==> src/rtl/iob_aoi_pipe.sv <==
// iob_aoi_pipe: pipelined, parametrised AND-OR-INVERT / OR-AND-INVERT array.
//
// Evaluates N_AND terms of M inputs each, bitwise over W-bit operands:
//   mode 0 (AOI): y = ~( OR_t ( AND_k x[t][k] ) )
//   mode 1 (OAI): y = ~( AND_t ( OR_k x[t][k] ) )
// Stage 1 registers the first-level terms plus mode. Stage 2 registers the
// combined, inverted result. A valid/ready handshake gives full backpressure.
//
// Ports:
//   clk_i    system clock
//   rst_i    synchronous active-high reset (flushes both stages)
//   cke_i    clock enable; 0 holds every register and blocks transfers
//   data_i   packed operands, term t input k at [(t*M+k)*W +: W]
//   mode_i   0 = AOI, 1 = OAI, travels with its transfer
//   valid_i  input transfer valid
//   ready_o  block can accept input
//   data_o   registered result
//   valid_o  result valid
//   ready_i  downstream accepts result
module iob_aoi_pipe #(
  parameter int W     = 1,
  parameter int N_AND = 2,
  parameter int M     = 2
) (
  input  logic                 clk_i,
  input  logic                 rst_i,
  input  logic                 cke_i,
  input  logic [N_AND*M*W-1:0] data_i,
  input  logic                 mode_i,
  input  logic                 valid_i,
  output logic                 ready_o,
  output logic [W-1:0]         data_o,
  output logic                 valid_o,
  input  logic                 ready_i
);

  localparam int NT = N_AND * W;

  logic [NT-1:0] term_c;
  logic [NT-1:0] term_q;
  logic          mode_q;
  logic          v1;
  logic [W-1:0]  res_c;
  logic [W-1:0]  data_q;
  logic          v2;
  logic          ready1;
  logic          ready2;
  logic          comb_bit;

  // First-level terms, bit (t*W + j). The starting value is the identity of
  // the reduction: 1 for the AND used in AOI, 0 for the OR used in OAI.
  always_comb begin
    term_c = '0;
    for (int t = 0; t < N_AND; t++) begin
      for (int j = 0; j < W; j++) begin
        term_c[t*W+j] = ~mode_i;
        for (int k = 0; k < M; k++) begin
          if (mode_i)
            term_c[t*W+j] = term_c[t*W+j] | data_i[(t*M+k)*W+j];
          else
            term_c[t*W+j] = term_c[t*W+j] & data_i[(t*M+k)*W+j];
        end
      end
    end
  end

  // Second level uses the mode that was captured with the terms, so mixed
  // AOI/OAI streams stay correct back-to-back.
  always_comb begin
    res_c    = '0;
    comb_bit = 1'b0;
    for (int j = 0; j < W; j++) begin
      comb_bit = mode_q;
      for (int t = 0; t < N_AND; t++) begin
        if (mode_q)
          comb_bit = comb_bit & term_q[t*W+j];
        else
          comb_bit = comb_bit | term_q[t*W+j];
      end
      res_c[j] = ~comb_bit;
    end
  end

  assign ready2  = ~v2 | ready_i;
  assign ready1  = ~v1 | ready2;
  assign ready_o = cke_i & ready1;

  always_ff @(posedge clk_i) begin
    if (rst_i) begin
      term_q <= '0;
      mode_q <= 1'b0;
      v1     <= 1'b0;
      data_q <= '0;
      v2     <= 1'b0;
    end else if (cke_i) begin
      if (ready2) begin
        v2 <= v1;
        // Only overwrite the result when real data moves in, so data_o
        // keeps its last value while the output is idle.
        if (v1)
          data_q <= res_c;
      end
      if (ready1) begin
        v1 <= valid_i;
        if (valid_i) begin
          term_q <= term_c;
          mode_q <= mode_i;
        end
      end
    end
  end

  assign data_o  = data_q;
  assign valid_o = v2;

endmodule

==> config.mk <==
export PLATFORM = sky130hd
export DESIGN_NAME = iob_aoi_pipe
export DESIGN_NICKNAME = d
export VERILOG_FILES = /design/src/rtl/iob_aoi_pipe.sv
export SDC_FILE = /design/constraint.sdc
export NUM_CORES = 1
export LEC_CHECK = 0
export BUFFER_PORTS_ARGS = -buffer_cell sky130_fd_sc_hd__buf_2
export CAP_MARGIN = 40
export CORE_AREA = 4 4 41 43
export DETAILED_ROUTE_END_ITERATION = 8
export DIE_AREA = 0 0 45 47
export MAX_ROUTING_LAYER = met4
export PLACE_DENSITY = 0.5
export SLEW_MARGIN = 5
export SYNTH_ARGS = -nofsm -noshare
export SYNTH_HDL_FRONTEND = slang
export SYNTH_SLANG_ARGS = --single-unit
==> constraint.sdc <==
create_clock -name clk_i -period 3.9 [get_ports clk_i]
set_clock_uncertainty 0.15 [all_clocks]
set_input_delay 0.78 -clock clk_i [delete_from_list [all_inputs] [get_ports clk_i]]
set_output_delay 0.78 -clock clk_i [all_outputs]
set_load 0.005 [all_outputs]
Word-level counts from Yosys, hierarchy flattened
Cells that the tools add are included.
{"block": "op_classes", "mux": 6, "n_bitwise": 19, "reduce_logical": 4}
{"op": "bitwise OR 1 bit", "count": 8}
{"op": "bitwise AND 1 bit", "count": 7}
{"op": "2-to-1 mux 1 bit", "count": 6}
{"op": "AND reduction 3 bit", "count": 2}
{"op": "NOT 1 bit", "count": 4}
{"op": "AND reduction 2 bit", "count": 2}
{"block": "word_totals", "reg_bits": 6, "input_bits": 10, "output_inout_bits": 3, "word_cells": 34}

Logic depth before layout (Yosys ltp)
{"block": "logic_depth", "ltp_word": 5, "mapped_depth": 3}

Worst setup path after synthesis
No wires, ideal clock.
{"block": "synth_timing", "path_type": "input to output", "from": "input ready_i", "to": "output ready_o", "t_arrival_ps": 1121, "required_ps": 2970, "slack_ps": 1849, "path_stages": 2, "n_path_buf": 0, "cell_sequence": "and3b_4 nor2_1"}
{"block": "synth_via", "elab_chain_len": 3}
{"item": "start, declared", "line": "34", "rtl": "input logic ready_i"}
{"item": "bitwise OR 1 bit", "line": "84", "rtl": "assign ready2 = ~v2 | ready_i;"}
{"item": "bitwise OR 1 bit", "line": "85", "rtl": "assign ready1 = ~v1 | ready2;"}
{"item": "bitwise AND 1 bit", "line": "86", "rtl": "assign ready_o = cke_i & ready1;"}
{"item": "end, declared", "line": "31", "rtl": "output logic ready_o,"}
No other way between the ends.

Worst setup path in the final report
Ends and elaborated chain as after synthesis.

==> impl_metrics.yaml <==
cells_and_area:
  multiInputGateArea_um2: 159
  insertedDiodeCount: 0
  layout-drive-gt1-share_pct: 36.0
  nNetsFinal: 62
  area_delta_synth_final_pct: 35.8
  fillers: 150
  regArea_um2: 120
timing:
  slew_headroom_pct: 84.9
  fin_crit_ps: 2290
  drv_slew: 0
  fin_setup_tns_ps: 0
  hold_violations: 0
  rsz0062_at_grt: "false"
  worstMarginPinSlew_ps: 225
  fin_crit_sh_pct: 58.8
  max_freq_mhz: 436
  holdWs_ps: 336
  setup_viol: 0
synth:
  synth_top_area_share_pct: 42.5
  synth.yosys.seq_area_share_pct: 42.5
  syn-cell-area_um2: 283
  async_reset_ff_share_pct: 0
  synthTopCellsByArea: "dfxtp_1 (42%), a21oi_1 (12%), o21ai_0 (7.1%)"
  synth.most_common_cell: "a21oi_1"
  ys_warn_count: 0
  yosys_register_bits: 6
  yosys.area.top_type: "dfxtp_1"
  synthTopCellsByCount: "a21oi_1 (7), dfxtp_1 (6), nand2_1 (4), nor2_1 (4), o21ai_0 (4)"
  synth_cells: 35
  synth-edff-count: 0
  ys_types: 14
  synth_area_per_cell_um2: 8.08
  ys.flop_type: "dfxtp_1"
  syn_nets: 45
power:
  comb_power_share_pct: 11.9
  power_w: 0.000139
  peakVddDrop_uv: 230
  power.internal_w: 0.000108
  p_switching_w: 0.0000310
  swShare_pct: 22.3
  clkPwrFrac_pct: 40.4
  power_frac_seq_pct: 47.7
  powerDensity_mw_per_mm2: 362
  power_leakage_nw: 0.164
clock_tree:
  cts_tree: "yes"
  cts_resized: 0
  root_buffer: "clkbuf_4"
  post_cts_buffers: 0
  cts_buffers: 3
  clkTransAtPathRegs_ps: 40
  clk_path_buf_depth: 2
  cts_hold_buf: 0
  cts_sinks: 6
  clk_latency_ps: 240
  h-tree-depth: 1
die:
  dieArea_mm2: 0.00212
  die_x_um: 45
  die_h_um: 47
  io_pins: 13
  core_area_mm2: 0.00130
  start_util_pct: 21.7
  std_cell_rows: 13
global_route:
  grt_pass1_wl_mm: 1.12
  grt_start_max_net_pins: 8
  grt_use_total_pct: 7.84
  grt_pass1_vias: 274
  antenna_found_initial: 0
  gr-total-overflow: 0
critical_path:
  r2r-end: "term_q[0]"
  endpoint: "ready_o"
  r2r_setup_slack_ps: 2470
  worst-path-max-fanout: 7
  critPathRequiredTime_ps: 2970
  worstSetupPathType: "in2out"
  worstSetupEndpointType: "output pin"
  cp.arrival_ps: 1360
  rr_worst_depth: 3
  cp-start-kind: "input port"
  cp-startpoint: "ready_i"
  r2r-start: "valid_o"
place:
  port_buffers: 12
  gp_congestion: 0.662
  dp_hpwl_um: 511
routing:
  drt-vias-per-instance: 4.43
  drtIter0Drc: 0
  wl_um: 629
  drc: 0
  ant_nets: 0
  dr.pass1.iters: 1
  vias: 288
  wl_per_cell_um: 9.68
run_status:
  status: "complete, no violations"
min_path:
  holdCritPathClass: "reg2reg"
job:
  max-cap-violations: 0
==> metal layers <==
metal	vias up	global-route usage, %	share of wire [%]
met5	-	-	0
met3	2	5.75	11
met4	0	1.75	0.79
met1	116	8.68	45
li1	159	-	-
met2	11	11.3	43
==> cells in the final DEF (no fill, tap or decap) <==
cell type,synthesis,routed
a21boi_0,1,1
buf_2,0,12
and3b_4,1,1
inv_1,1,1
nor3b_1,1,1
a21oi_1,7,7
or4_1,2,2
and2b_2,1,1
o21bai_1,1,1
nor2_1,4,4
nand2_1,4,4
o21ai_0,4,4
nor4_1,1,1
or3b_2,1,1
dfxtp_1,6,6
clkbuf_4,0,3
==> power groups by stage <==
stage | clock network, W | logic [W] | registers (W)
after floorplan | 0 | 0.00000782 | 0.0000670
after global routing | 0.0000634 | 0.0000189 | 0.0000667
after detailed placement | 0 | 0.0000167 | 0.0000673
final | 0.0000561 | 0.0000166 | 0.0000662
after CTS | 0.0000590 | 0.0000167 | 0.0000663
after global placement | 0 | 0.0000165 | 0.0000674
==> cell families after synthesis <==
group | after synthesis | synth area share (%)
AO/OA/AOI/OAI | 13 | 24.8
buffers and inverters | 1 | 1.33
flip-flops | 6 | 42.5
AND/OR/NAND/NOR | 15 | 31.4
==> worst min path at each step <==
| stage | endpoint | slack [ps] | depth (start not counted) | startpoint |
|---|---|---|---|---|
| 4_1_cts | mode_q | 340 | 2 | mode_q |
| 2_1_floorplan | mode_q | 290 | 2 | mode_q |
| 5_1_grt | mode_q | 360 | 2 | mode_q |
| 3_3_place_gp | valid_o | 340 | 2 | valid_o |
| 3_5_place_dp | mode_q | 330 | 2 | mode_q |
| 6_report | mode_q | 340 | 2 | mode_q |
==> area by class of cell <==
cell class / count / share of cell area (%)
Timing Repair Buffer: 12 / 15.6
Tap cell: 15 / 4.89
Inverter: 1 / 0.977
Sequential cell: 6 / 31.3
Multi-Input combinational cell: 28 / 41.4
Clock buffer: 3 / 5.86
==> worst max-delay path, stage by stage <==
cell and delay, ps:
buf_2 110, and3b_4 320, nor2_1 40, buf_2 120
==> state kept, by name, summed over array words and instances, names as in the netlist <==
name     cells
data_o       1
valid_o      1
v1           1
term_q       2
mode_q       1
==> per-stage QoR <==
| stage | area, µm² | setup slack [ps] | util (%) | std cells |
|---|---|---|---|---|
| floorplan | 283 | 1850 | - | 35 |
| global placement | 362 | 1610 | 27.8 | 62 |
| detailed placement | 362 | 1610 | 27.8 | 62 |
| CTS | 384 | 1610 | 29.5 | 65 |
| global route | 384 | 1570 | 29.5 | 65 |
| finish | 384 | 1610 | 29.5 | 65 |
No activity file was read; power rests on OpenSTA's default activity.
